`src/rtl/rot_apb_pkg.sv`:
```
// Register map constants, CTRL bit positions and rotation-mode encoding for the
// rotation engine APB register file.
package rot_apb_pkg;

    localparam int unsigned DATA_W = 32;
    localparam int unsigned ADDR_W = 32;
    localparam int unsigned IDX_W  = 6;
    localparam int unsigned DIM_W  = 16;

    // Word indices (PADDR[7:2]) of the mapped registers
    localparam logic [IDX_W-1:0] IDX_DMA_SRC  = IDX_W'(6'h00);
    localparam logic [IDX_W-1:0] IDX_DMA_DST  = IDX_W'(6'h01);
    localparam logic [IDX_W-1:0] IDX_IMG_SIZE = IDX_W'(6'h02);
    localparam logic [IDX_W-1:0] IDX_IMG_NEW  = IDX_W'(6'h03);
    localparam logic [IDX_W-1:0] IDX_ROT_CFG  = IDX_W'(6'h04);
    localparam logic [IDX_W-1:0] IDX_CTRL     = IDX_W'(6'h05);
    localparam logic [IDX_W-1:0] IDX_ID       = IDX_W'(6'h06);

    localparam int unsigned CTRL_START_BIT      = 0;
    localparam int unsigned CTRL_RESET_BIT      = 1;
    localparam int unsigned CTRL_INTR_MASK_BIT  = 2;
    localparam int unsigned CTRL_INTR_CLEAR_BIT = 3;
    localparam int unsigned CTRL_BEF_MASK_BIT   = 4;
    localparam int unsigned CTRL_AFT_MASK_BIT   = 5;
    localparam int unsigned CTRL_BUSY_BIT       = 6;

    localparam int unsigned CFG_DIR_BIT = 2;

    localparam logic [DATA_W-1:0] ROT_APB_ID = DATA_W'(32'h524F_5401);

    typedef enum logic [1:0] {
        ROT_MODE_0   = 2'd0,
        ROT_MODE_90  = 2'd1,
        ROT_MODE_180 = 2'd2,
        ROT_MODE_270 = 2'd3
    } rot_mode_e;

    // Addresses above the 256-byte window are never decoded
    function automatic logic addr_in_window(input logic [ADDR_W-1:0] paddr);
        return (paddr[ADDR_W-1:8] == 24'd0);
    endfunction

endpackage

```
`src/rtl/rot_apb_regif.sv`:
```
// Zero-wait-state APB register file for the image-rotation engine.
// Optional ROT_APB_ID_REG_EN adds a read-only ID register at 0x18.
module rot_apb_regif
    import rot_apb_pkg::*;
(
    input  logic        I_PCLK,
    input  logic        I_PRESET_N,
    input  logic        I_PSEL,
    input  logic        I_PENABLE,
    input  logic        I_PWRITE,
    input  logic [31:0] I_PADDR,
    input  logic [31:0] I_PWDATA,
    output logic [31:0] O_PRDATA,
    output logic        O_PREADY,
    input  logic [15:0] I_ROT_IMG_NEW_H,
    input  logic [15:0] I_ROT_IMG_NEW_W,
    input  logic        I_CTRL_BEF_MASK,
    input  logic        I_CTRL_AFT_MASK,
    input  logic        I_CTRL_BUSY,
    output logic [31:0] O_DMA_SRC_IMG,
    output logic [31:0] O_DMA_DST_IMG,
    output logic [15:0] O_ROT_IMG_H,
    output logic [15:0] O_ROT_IMG_W,
    output logic [15:0] O_ROT_IMG_NEW_H,
    output logic [15:0] O_ROT_IMG_NEW_W,
    output logic [1:0]  O_ROT_IMG_MODE,
    output logic        O_ROT_IMG_DIR,
    output logic        O_CTRL_START,
    output logic        O_CTRL_RESET,
    output logic        O_CTRL_INTR_MASK,
    output logic        O_CTRL_BEF_MASK,
    output logic        O_CTRL_AFT_MASK,
    output logic        O_CTRL_INTR_CLEAR,
    output logic        O_CTRL_BUSY
);

    logic [DATA_W-1:0] dma_src_q, dma_src_d;
    logic [DATA_W-1:0] dma_dst_q, dma_dst_d;
    logic [DIM_W-1:0]  img_h_q, img_h_d;
    logic [DIM_W-1:0]  img_w_q, img_w_d;
    logic [DIM_W-1:0]  new_h_q, new_h_d;
    logic [DIM_W-1:0]  new_w_q, new_w_d;
    rot_mode_e         mode_q, mode_d;
    logic              dir_q, dir_d;
    logic              start_q, start_d;
    logic              soft_rst_q, soft_rst_d;
    logic              intr_mask_q, intr_mask_d;
    logic              intr_clr_q, intr_clr_d;
    logic              bef_mask_q, bef_mask_d;
    logic              aft_mask_q, aft_mask_d;
    logic              busy_q, busy_d;

    logic              in_window_c;
    logic [IDX_W-1:0]  idx_c;
    logic              wr_en_c;
    logic              rd_en_c;
    logic [DATA_W-1:0] rd_mux_c;
    logic              unused_paddr_c;

    assign in_window_c    = addr_in_window(I_PADDR);
    assign idx_c          = I_PADDR[7:2];
    assign wr_en_c        = I_PSEL & I_PENABLE & I_PWRITE & in_window_c;
    assign rd_en_c        = I_PSEL & ~I_PWRITE & in_window_c;
    assign unused_paddr_c = ^I_PADDR[1:0];

    assign O_PREADY = I_PSEL & I_PENABLE;

    // Next-state: register writes, one-shot control pulses, status sampling
    always_comb begin
        dma_src_d   = dma_src_q;
        dma_dst_d   = dma_dst_q;
        img_h_d     = img_h_q;
        img_w_d     = img_w_q;
        mode_d      = mode_q;
        dir_d       = dir_q;
        intr_mask_d = intr_mask_q;
        start_d     = 1'b0;
        soft_rst_d  = 1'b0;
        intr_clr_d  = 1'b0;
        new_h_d     = I_ROT_IMG_NEW_H;
        new_w_d     = I_ROT_IMG_NEW_W;
        bef_mask_d  = I_CTRL_BEF_MASK;
        aft_mask_d  = I_CTRL_AFT_MASK;
        busy_d      = I_CTRL_BUSY;

        if (wr_en_c) begin
            case (idx_c)
                IDX_DMA_SRC:  dma_src_d = I_PWDATA;
                IDX_DMA_DST:  dma_dst_d = I_PWDATA;
                IDX_IMG_SIZE: begin
                    img_h_d = I_PWDATA[31:16];
                    img_w_d = I_PWDATA[15:0];
                end
                IDX_ROT_CFG: begin
                    mode_d = rot_mode_e'(I_PWDATA[1:0]);
                    dir_d  = I_PWDATA[CFG_DIR_BIT];
                end
                IDX_CTRL: begin
                    // A soft reset wins over start; start is also dropped while busy
                    soft_rst_d  = I_PWDATA[CTRL_RESET_BIT];
                    start_d     = I_PWDATA[CTRL_START_BIT] & ~I_PWDATA[CTRL_RESET_BIT] & ~busy_q;
                    intr_clr_d  = I_PWDATA[CTRL_INTR_CLEAR_BIT];
                    intr_mask_d = I_PWDATA[CTRL_INTR_MASK_BIT];
                end
                default: ;
            endcase
        end
    end

    always_ff @(posedge I_PCLK or negedge I_PRESET_N) begin
        if (!I_PRESET_N) begin
            dma_src_q   <= '0;
            dma_dst_q   <= '0;
            img_h_q     <= '0;
            img_w_q     <= '0;
            new_h_q     <= '0;
            new_w_q     <= '0;
            mode_q      <= ROT_MODE_0;
            dir_q       <= 1'b0;
            start_q     <= 1'b0;
            soft_rst_q  <= 1'b0;
            intr_mask_q <= 1'b0;
            intr_clr_q  <= 1'b0;
            bef_mask_q  <= 1'b0;
            aft_mask_q  <= 1'b0;
            busy_q      <= 1'b0;
        end else begin
            dma_src_q   <= dma_src_d;
            dma_dst_q   <= dma_dst_d;
            img_h_q     <= img_h_d;
            img_w_q     <= img_w_d;
            new_h_q     <= new_h_d;
            new_w_q     <= new_w_d;
            mode_q      <= mode_d;
            dir_q       <= dir_d;
            start_q     <= start_d;
            soft_rst_q  <= soft_rst_d;
            intr_mask_q <= intr_mask_d;
            intr_clr_q  <= intr_clr_d;
            bef_mask_q  <= bef_mask_d;
            aft_mask_q  <= aft_mask_d;
            busy_q      <= busy_d;
        end
    end

    // Read mux; write-one-pulse bits and unused bits read as zero
    always_comb begin
        rd_mux_c = '0;
        case (idx_c)
            IDX_DMA_SRC:  rd_mux_c = dma_src_q;
            IDX_DMA_DST:  rd_mux_c = dma_dst_q;
            IDX_IMG_SIZE: rd_mux_c = {img_h_q, img_w_q};
            IDX_IMG_NEW:  rd_mux_c = {new_h_q, new_w_q};
            IDX_ROT_CFG: begin
                rd_mux_c[1:0]         = mode_q;
                rd_mux_c[CFG_DIR_BIT] = dir_q;
            end
            IDX_CTRL: begin
                rd_mux_c[CTRL_INTR_MASK_BIT] = intr_mask_q;
                rd_mux_c[CTRL_BEF_MASK_BIT]  = bef_mask_q;
                rd_mux_c[CTRL_AFT_MASK_BIT]  = aft_mask_q;
                rd_mux_c[CTRL_BUSY_BIT]      = busy_q;
            end
`ifdef ROT_APB_ID_REG_EN
            IDX_ID:       rd_mux_c = ROT_APB_ID;
`endif
            default:      rd_mux_c = '0;
        endcase
    end

    assign O_PRDATA = rd_en_c ? rd_mux_c : '0;

    assign O_DMA_SRC_IMG     = dma_src_q;
    assign O_DMA_DST_IMG     = dma_dst_q;
    assign O_ROT_IMG_H       = img_h_q;
    assign O_ROT_IMG_W       = img_w_q;
    assign O_ROT_IMG_NEW_H   = new_h_q;
    assign O_ROT_IMG_NEW_W   = new_w_q;
    assign O_ROT_IMG_MODE    = mode_q;
    assign O_ROT_IMG_DIR     = dir_q;
    assign O_CTRL_START      = start_q;
    assign O_CTRL_RESET      = soft_rst_q;
    assign O_CTRL_INTR_MASK  = intr_mask_q;
    assign O_CTRL_BEF_MASK   = bef_mask_q;
    assign O_CTRL_AFT_MASK   = aft_mask_q;
    assign O_CTRL_INTR_CLEAR = intr_clr_q;
    assign O_CTRL_BUSY       = busy_q;

endmodule

```
`config.mk`:
```
export PLATFORM = sky130hd
export DESIGN_NAME = rot_apb_regif
export DESIGN_NICKNAME = d
export VERILOG_FILES = /design/src/rtl/rot_apb_pkg.sv /design/src/rtl/rot_apb_regif.sv
export SDC_FILE = /design/constraint.sdc
export NUM_CORES = 1
export LEC_CHECK = 0
export ABC_AREA = 1
export CAP_MARGIN = 20
export CORE_ASPECT_RATIO = 2
export CORE_MARGIN = 8
export CORE_UTILIZATION = 43
export DETAILED_ROUTE_END_ITERATION = 7
export PLACE_DENSITY = 0.81
export SLEW_MARGIN = 20
export SYNTH_ARGS = -nofsm -noshare
export SYNTH_HDL_FRONTEND = slang
export SYNTH_SLANG_ARGS = --single-unit
```
`constraint.sdc`:
```
create_clock -name I_PCLK -period 1.95 [get_ports I_PCLK]
set_input_delay 0.39 -clock I_PCLK [delete_from_list [all_inputs] [get_ports I_PCLK]]
set_output_delay 0.39 -clock I_PCLK [all_outputs]
set_load 0.02 [all_outputs]
```
==> impl_metrics.env, run 1 <==
export IMPL_setup_violations_final=32
export IMPL_netlist_instances=827
export IMPL_drc=0
export IMPL_worst_setup_path_type="in -> out"
export IMPL_path_clk_slew_ps=60
export IMPL_power_density_mw_per_mm2=613
export IMPL_place_hpwl_mm=17.3
export IMPL_syn_avg_cell_area_um2=7.92
export IMPL_clkSinkCount=138
export IMPL_avgRoutedWirePerCell_um=20.9
export IMPL_r2r_cells=3
export IMPL_rsz0062_at_grt="yes"
export IMPL_nNetsFinal=1260
export IMPL_cp_data_arrival_time_ps=1790
export IMPL_wirelength_mm=28.6
export IMPL_die_area_mm2=0.0197
export IMPL_cp_max_fo=7
export IMPL_crit_reg2reg_launch="O_CTRL_BUSY"
export IMPL_slew_violations=0
export IMPL_cts_htree_levels=4
export IMPL_drtAntennaViolNets=0
export IMPL_violations="setup timing"
export IMPL_grt_use_total_pct=28.8
export IMPL_startpoint_type="input pin"
export IMPL_cp_cell_sequence="buf_8 -> nor2_4 -> buf_6 -> inv_4 -> nor2_4 -> buf_6 -> buf_12 -> nand2_2 -> nand3_2 -> nor2_1 -> nor2_1 -> buf_4"
export IMPL_syn2layout_area_growth_pct=72.4
export IMPL_antenna_found_initial=0
export IMPL_cts_root_buf="clkbuf_16"
export IMPL_endpoint_kind="output pin"
export IMPL_design_core_area_mm2=0.0151
export IMPL_maxSlewHeadroom_pct=68.6
export IMPL_finalInstanceArea_mm2=0.0113
export IMPL_status="finished with violations"
export IMPL_drive_gt1_share_pct=24.6
export IMPL_synth_nets=931
export IMPL_ys_seq_elements=138
export IMPL_setup_slack_ps=-231
export IMPL_startpoint="I_PADDR[5]"
export IMPL_portBuffers=272
export IMPL_cp_required_ps=1560
export IMPL_min_delay_path_class="in -> reg"
export IMPL_dieWidth_um=103
export IMPL_fin_cells=1367
export IMPL_reg2reg_slack_ps=1170
export IMPL_dp_cells=1295
export IMPL_cap_viol_max_count=0
export IMPL_synth_area_mm2=0.00655
export IMPL_period_minus_slack_ps=2180
export IMPL_crit_end="O_PRDATA[2]"
export IMPL_synth_warnings=0
export IMPL_cts_buffer_depth=2
export IMPL_via_per_inst=5.60
export IMPL_synth_top_area_cell="dfrtp_1"
export IMPL_grt_max_degree=66
export IMPL_r2r_end="O_CTRL_START"
export IMPL_cpPeakStageDelay_ps=170
export IMPL_nFillCells=991
export IMPL_skew_ps=1.91
export IMPL_utilization_pct=74.6
export IMPL_vdd_drop_max_mv=0.636
export IMPL_grt_overflow=0
export IMPL_tightestPinTransition_ps=471
export IMPL_first_iter_violations=522
export IMPL_synth_top_cells_by_area="dfrtp_1 53%, nand2_1 20%, nand4_1 10%"
export IMPL_cts_buffers=17
export IMPL_grt_pass1_wl_mm=43.0
export IMPL_place_gp_congestion=0.894
export IMPL_yosysSeqAreaShare_pct=52.7
export IMPL_placed_cell_area_mm2=0.00978
export IMPL_cts_tree="built"
export IMPL_start_util_pct=43.3
export IMPL_boundaryPins=275
export IMPL_static_leakage_power_nw=5.67
export IMPL_fmax_ghz=0.459
export IMPL_die_h_um=191
export IMPL_num_rows=64
export IMPL_slowest_stage="buf_6"
export IMPL_grt_pass1_vias=7762
export IMPL_clock_latency_ps=420
export IMPL_synth_top_area_share_pct=52.7
export IMPL_period_share_pct=112
export IMPL_tns_ps=-5040
export IMPL_hold_viol_final=0
export IMPL_p_total_w=0.00692
export IMPL_n_antenna_cell=0
export IMPL_firstDrtPassIters=5
export IMPL_synth_distinct_cells=20
export IMPL_routed_via_count=7649
## per-layer routing
| metal | up-vias | track usage [%] | wire length (µm) |
|---|---|---|---|
| li1 | 3350 | - | - |
| met1 | 3637 | 32.2 | 9820 |
| met2 | 550 | 47.1 | 14100 |
| met3 | 112 | 10.2 | 3320 |
| met4 | 0 | 14.0 | 1370 |
| met5 | - | 0 | 0 |
## cells by family after synthesis
logic type	count (synthesis)	share of synthesized area, %
AOI/OAI and AO/OA	28	2.18
and+or+nand+nor	564	37.8
buffers and inverters	97	7.30
DFF	138	52.7
## metrics by stage
stage               hold WS [ps]  setup WS (ps)
floorplan                   94.4           2.89
global placement             304           -905
detailed placement           306           -953
CTS                          390           -117
global route                 386           -259
finish                       403           -231
## synthesized netlist by cell type
master and number:
nand2_1 344, dfrtp_1 138, nand4_1 107, nor2_1 86, inv_1 36, buf_2 28, nand3_1 16, o21ai_1 15
clkbuf_1 12, o21ai_0 12, buf_4 11, buf_6 5, nand3_2 4, inv_2 3, nor2_4 3, buf_1 2
nor2_2 2, nand2_2 1, nand3b_4 1, o211ai_1 1
## area by class of cell
class	count	area, µm²	area share, %
clock buffers	18	439	3.89
repair buffers	368	3810	33.7
well taps	198	248	2.19
clock inverters	14	173	1.53
inverters	39	164	1.45
multi-input cells	592	3010	26.7
flip-flops and latches	138	3450	30.6
## cells in the final DEF (no fill, tap or decap), types with 5 or more instances in the layout
| cell type | instances |
|---|---|
| nand2_1 | 309 |
| clkdlybuf4s50_1 | 205 |
| dfrtp_1 | 138 |
| nand4_1 | 107 |
| buf_4 | 76 |
| nor2_1 | 55 |
| buf_6 | 37 |
| inv_1 | 34 |
| nand2_2 | 25 |
| nor2_4 | 22 |
| clkbuf_16 | 19 |
| buf_12 | 19 |
| o21ai_1 | 16 |
| buf_2 | 16 |
| nor2_2 | 14 |
| nand3_2 | 11 |
| nand2_4 | 11 |
| o21ai_2 | 8 |
| nand3_1 | 8 |
| buf_16 | 7 |
| clkinvlp_4 | 5 |
## where the power goes
group | internal, W | switching [W] | total (W)
sequential | 0.00290 | 0.0000217 | 0.00292
clock | 0.00205 | 0.00132 | 0.00337
combinational | 0.000317 | 0.000312 | 0.000629
total | 0.00527 | 0.00165 | 0.00692
## registers in the layout, summed over array words and instances (netlist names), 2 cells and up
name             count
O_DMA_DST_IMG       32
O_DMA_SRC_IMG       32
O_ROT_IMG_H         16
O_ROT_IMG_MODE       2
O_ROT_IMG_NEW_H     16
O_ROT_IMG_NEW_W     16
O_ROT_IMG_W         16
## worst max-delay path: cells and delay by family
| kind | cells | cell delay [ps] |
|---|---|---|
| buf+inv | 6 | 750 |
| simple gates | 6 | 640 |
## worst min-delay path by stage
stage / startpoint / end / slack [ps] / depth (start not counted)
finish: I_ROT_IMG_NEW_H[3] / O_ROT_IMG_NEW_H[3] / 400 / 1
global route: I_ROT_IMG_NEW_W[15] / O_ROT_IMG_NEW_W[15] / 390 / 1
CTS: I_ROT_IMG_NEW_H[3] / O_ROT_IMG_NEW_H[3] / 390 / 1
detailed placement: I_PRESET_N / O_ROT_IMG_NEW_W[14] / 310 / 1
global placement: I_PRESET_N / O_ROT_IMG_NEW_W[14] / 300 / 1
floorplan: I_PRESET_N / O_CTRL_AFT_MASK / 90 / 0
## repair_timing
| item | 4_1_cts | 5_1_grt |
|---|---|---|
| gates cloned | 10 | 2 |
| setup buffers | 28 | 3 |
| hold buffers | 1 | 0 |
| endpoints found under the setup margin | 129 | 129 |
| pin swaps | 45 | 51 |
| hold endpoints to repair | 29 | 0 |
| gates resized for setup | 352 | 87 |
(Power assumes the default switching activity.)
==> inputs of run 2 (changes only) <==
--- a/config.mk
+++ b/config.mk
@@ -7,7 +7,6 @@
 export LEC_CHECK = 0
 export ABC_AREA = 1
 export CAP_MARGIN = 20
-export CORE_ASPECT_RATIO = 2
 export CORE_MARGIN = 8
 export CORE_UTILIZATION = 43
 export DETAILED_ROUTE_END_ITERATION = 7
==> run 2 against run 1 <==
The run still ends with setup timing left. Worst setup slack improved by 55 ps. Via count fell by 3.9%. Flip-flop and latch count did not move. Sequential power barely moved. Routed wire length fell by 2.3%. Power fell by 2.7%. Highest routed layer unchanged.
==> impl_metrics.env, run 2 (synthesis gave the netlist of run 1 again) <==
export IMPL_crit_reg2reg_launch="O_CTRL_BUSY"
export IMPL_setup_slack_ps=-175
export IMPL_layout_commonest_cell="nand2_1"
export IMPL_path_clk_slew_ps=60
export IMPL_violations="setup timing"
export IMPL_place_hpwl_mm=16.9
export IMPL_power_density_mw_per_mm2=597
export IMPL_cts_htree_levels=4
export IMPL_grt_use_total_pct=27.4
export IMPL_clock_latency_ps=420
export IMPL_cp_data_arrival_time_ps=1740
export IMPL_via_per_inst=5.44
export IMPL_cts_root_buf="clkbuf_16"
export IMPL_slew_violations=0
export IMPL_p_total_w=0.00673
export IMPL_syn2layout_area_growth_pct=72.3
export IMPL_portBuffers=272
export IMPL_antenna_found_initial=0
export IMPL_holdWs_ps=407
export IMPL_dieWidth_um=139
export IMPL_firstDrtPassIters=5
export IMPL_boundaryPins=275
export IMPL_startpoint="I_PADDR[21]"
export IMPL_clkSinkCount=138
export IMPL_routed_via_count=7347
export IMPL_tightestPinTransition_ps=422
export IMPL_num_rows=45
export IMPL_cts_buffers=17
export IMPL_setup_violations_final=32
export IMPL_avgRoutedWirePerCell_um=20.7
export IMPL_grt_overflow=0
export IMPL_grt_pass1_wl_mm=41.9
export IMPL_drive_gt1_share_pct=22.7
export IMPL_first_iter_violations=736
export IMPL_min_from="I_CTRL_AFT_MASK"
export IMPL_status="finished with violations"
export IMPL_rsz0062_at_grt="yes"
export IMPL_nNetsFinal=1256
export IMPL_grt_max_degree=81
export IMPL_endpoint_kind="output pin"
export IMPL_die_h_um=139
export IMPL_start_util_pct=43.6
export IMPL_cts_buffer_depth=2
export IMPL_drtAntennaViolNets=0
export IMPL_grt_pass1_vias=7473
export IMPL_n_antenna_cell=0
export IMPL_vdd_drop_max_mv=0.501
export IMPL_static_leakage_power_nw=5.50
export IMPL_drc=0
export IMPL_cts_tree="built"
export IMPL_cap_viol_max_count=0
export IMPL_pre_cts_ws_ps=-1020
export IMPL_maxSlewHeadroom_pct=71.9
export IMPL_period_minus_slack_ps=2130
export IMPL_place_gp_congestion=0.847
export IMPL_worst_setup_path_type="in -> out"
export IMPL_cp_max_fo=6
export IMPL_cpPeakStageDelay_ps=210
export IMPL_wirelength_mm=27.9
export IMPL_design_core_area_mm2=0.0150
export IMPL_hold_viol_final=0
export IMPL_cp_required_ps=1560
export IMPL_slowest_stage="nor2_4"
export IMPL_min_delay_path_class="in -> reg"
export IMPL_fmax_ghz=0.471
export IMPL_die_area_mm2=0.0194
export IMPL_cp_cell_sequence="buf_6 -> nor2_4 -> nand2_1 -> nor2_2 -> nand2_2 -> nor2_4 -> nand3b_4 -> buf_6 -> buf_16 -> nor2_4 -> buf_6"
export IMPL_final_cell_mix="328 x nand2_1, 205 x clkdlybuf4s50_1, 138 x dfrtp_1"
export IMPL_startpoint_type="input pin"
export IMPL_skew_ps=0.0357
export IMPL_period_share_pct=109
==> run 2: cell types whose count changed in the layout (fill, tap and decap cells not counted), moves of 4 or more <==
cell        before  now
clkinvlp_4       5    1
buf_6           37   52
nand2_1        309  328
nor2_1          55   42
o21ai_1         16   22
nand2_4         11    3
buf_4           76   55
nor2_4          22   35
nand2_2         25   14
o21ai_2          8    3
nand3_2         11    6
==> run 2: layer usage <==
metal / up-vias / global-route usage, % / part of all wire (%)
met2: 439 / 48.0 / 52
met5: - / 0 / 0
met4: 0 / 10.5 / 3.1
met3: 67 / 6.94 / 8.9
li1: 3337 / - / -
met1: 3504 / 31.6 / 36
==> run 2: where the power goes <==
| part | switching (W) | internal [W] | leakage, nW |
|---|---|---|---|
| Combinational | 0.000305 | 0.000316 | 3.37 |
| Clock | 0.00119 | 0.00200 | 0.285 |
| Sequential | 0.0000205 | 0.00290 | 1.85 |
| Total | 0.00151 | 0.00522 | 5.50 |
==> run 2: stage by stage <==
step / instances / instance area (µm²) / utilization (%) / setup TNS [ps]
finish: 1351 / 11300 / 75.1 / -4490
floorplan: 827 / 6550 / - / 0
detailed placement: 1281 / 9700 / 64.5 / -102940
global route: 1351 / 11300 / 75.1 / -7430
global placement: 1281 / 9700 / 64.5 / -98770
CTS: 1349 / 11000 / 73.2 / -3020
==> run 2: path summary, 6_finish.rpt <==
| check | endpoint | slack, ps | depth (start not counted) |
|---|---|---|---|
| max | O_PRDATA[23] | -180 | 11 |
| min | O_CTRL_AFT_MASK | 410 | 1 |
| max reg2reg | O_CTRL_START | 1220 | 3 |
| min reg2reg | O_ROT_IMG_H[8] | 500 | 2 |
| max in group asynchronous | O_ROT_IMG_NEW_H[0] | 870 | 3 |
| min in group asynchronous | O_ROT_IMG_NEW_W[0] | 460 | 2 |
==> run 2: area by class of cell <==
| class | instances | area, µm² |
|---|---|---|
| multi-input combinational | 592 | 3000 |
| tap | 188 | 235 |
| timing repair buffer | 364 | 3860 |
| sequential | 138 | 3450 |
| clock inverter | 7 | 91.3 |
| inverter | 39 | 156 |
| fill | 1044 | 3750 |
| clock buffer | 23 | 488 |
==> run 2: worst max-delay path, delay by kind of cell <==
kind | cells | cell delay [ps]
buffers and inverters | 4 | 540
and+or+nand+nor | 7 | 790
==> run 2: what timing repair did <==
action / 4_1_cts / 5_1_grt
setup endpoints to repair: 136 / 136
hold endpoints to repair: 37 / 0
pin swaps: 27 / 32
gates cloned: 10 / 2
setup buffers: 27 / 7
gates resized for setup: 358 / 94
hold buffers: 1 / 0
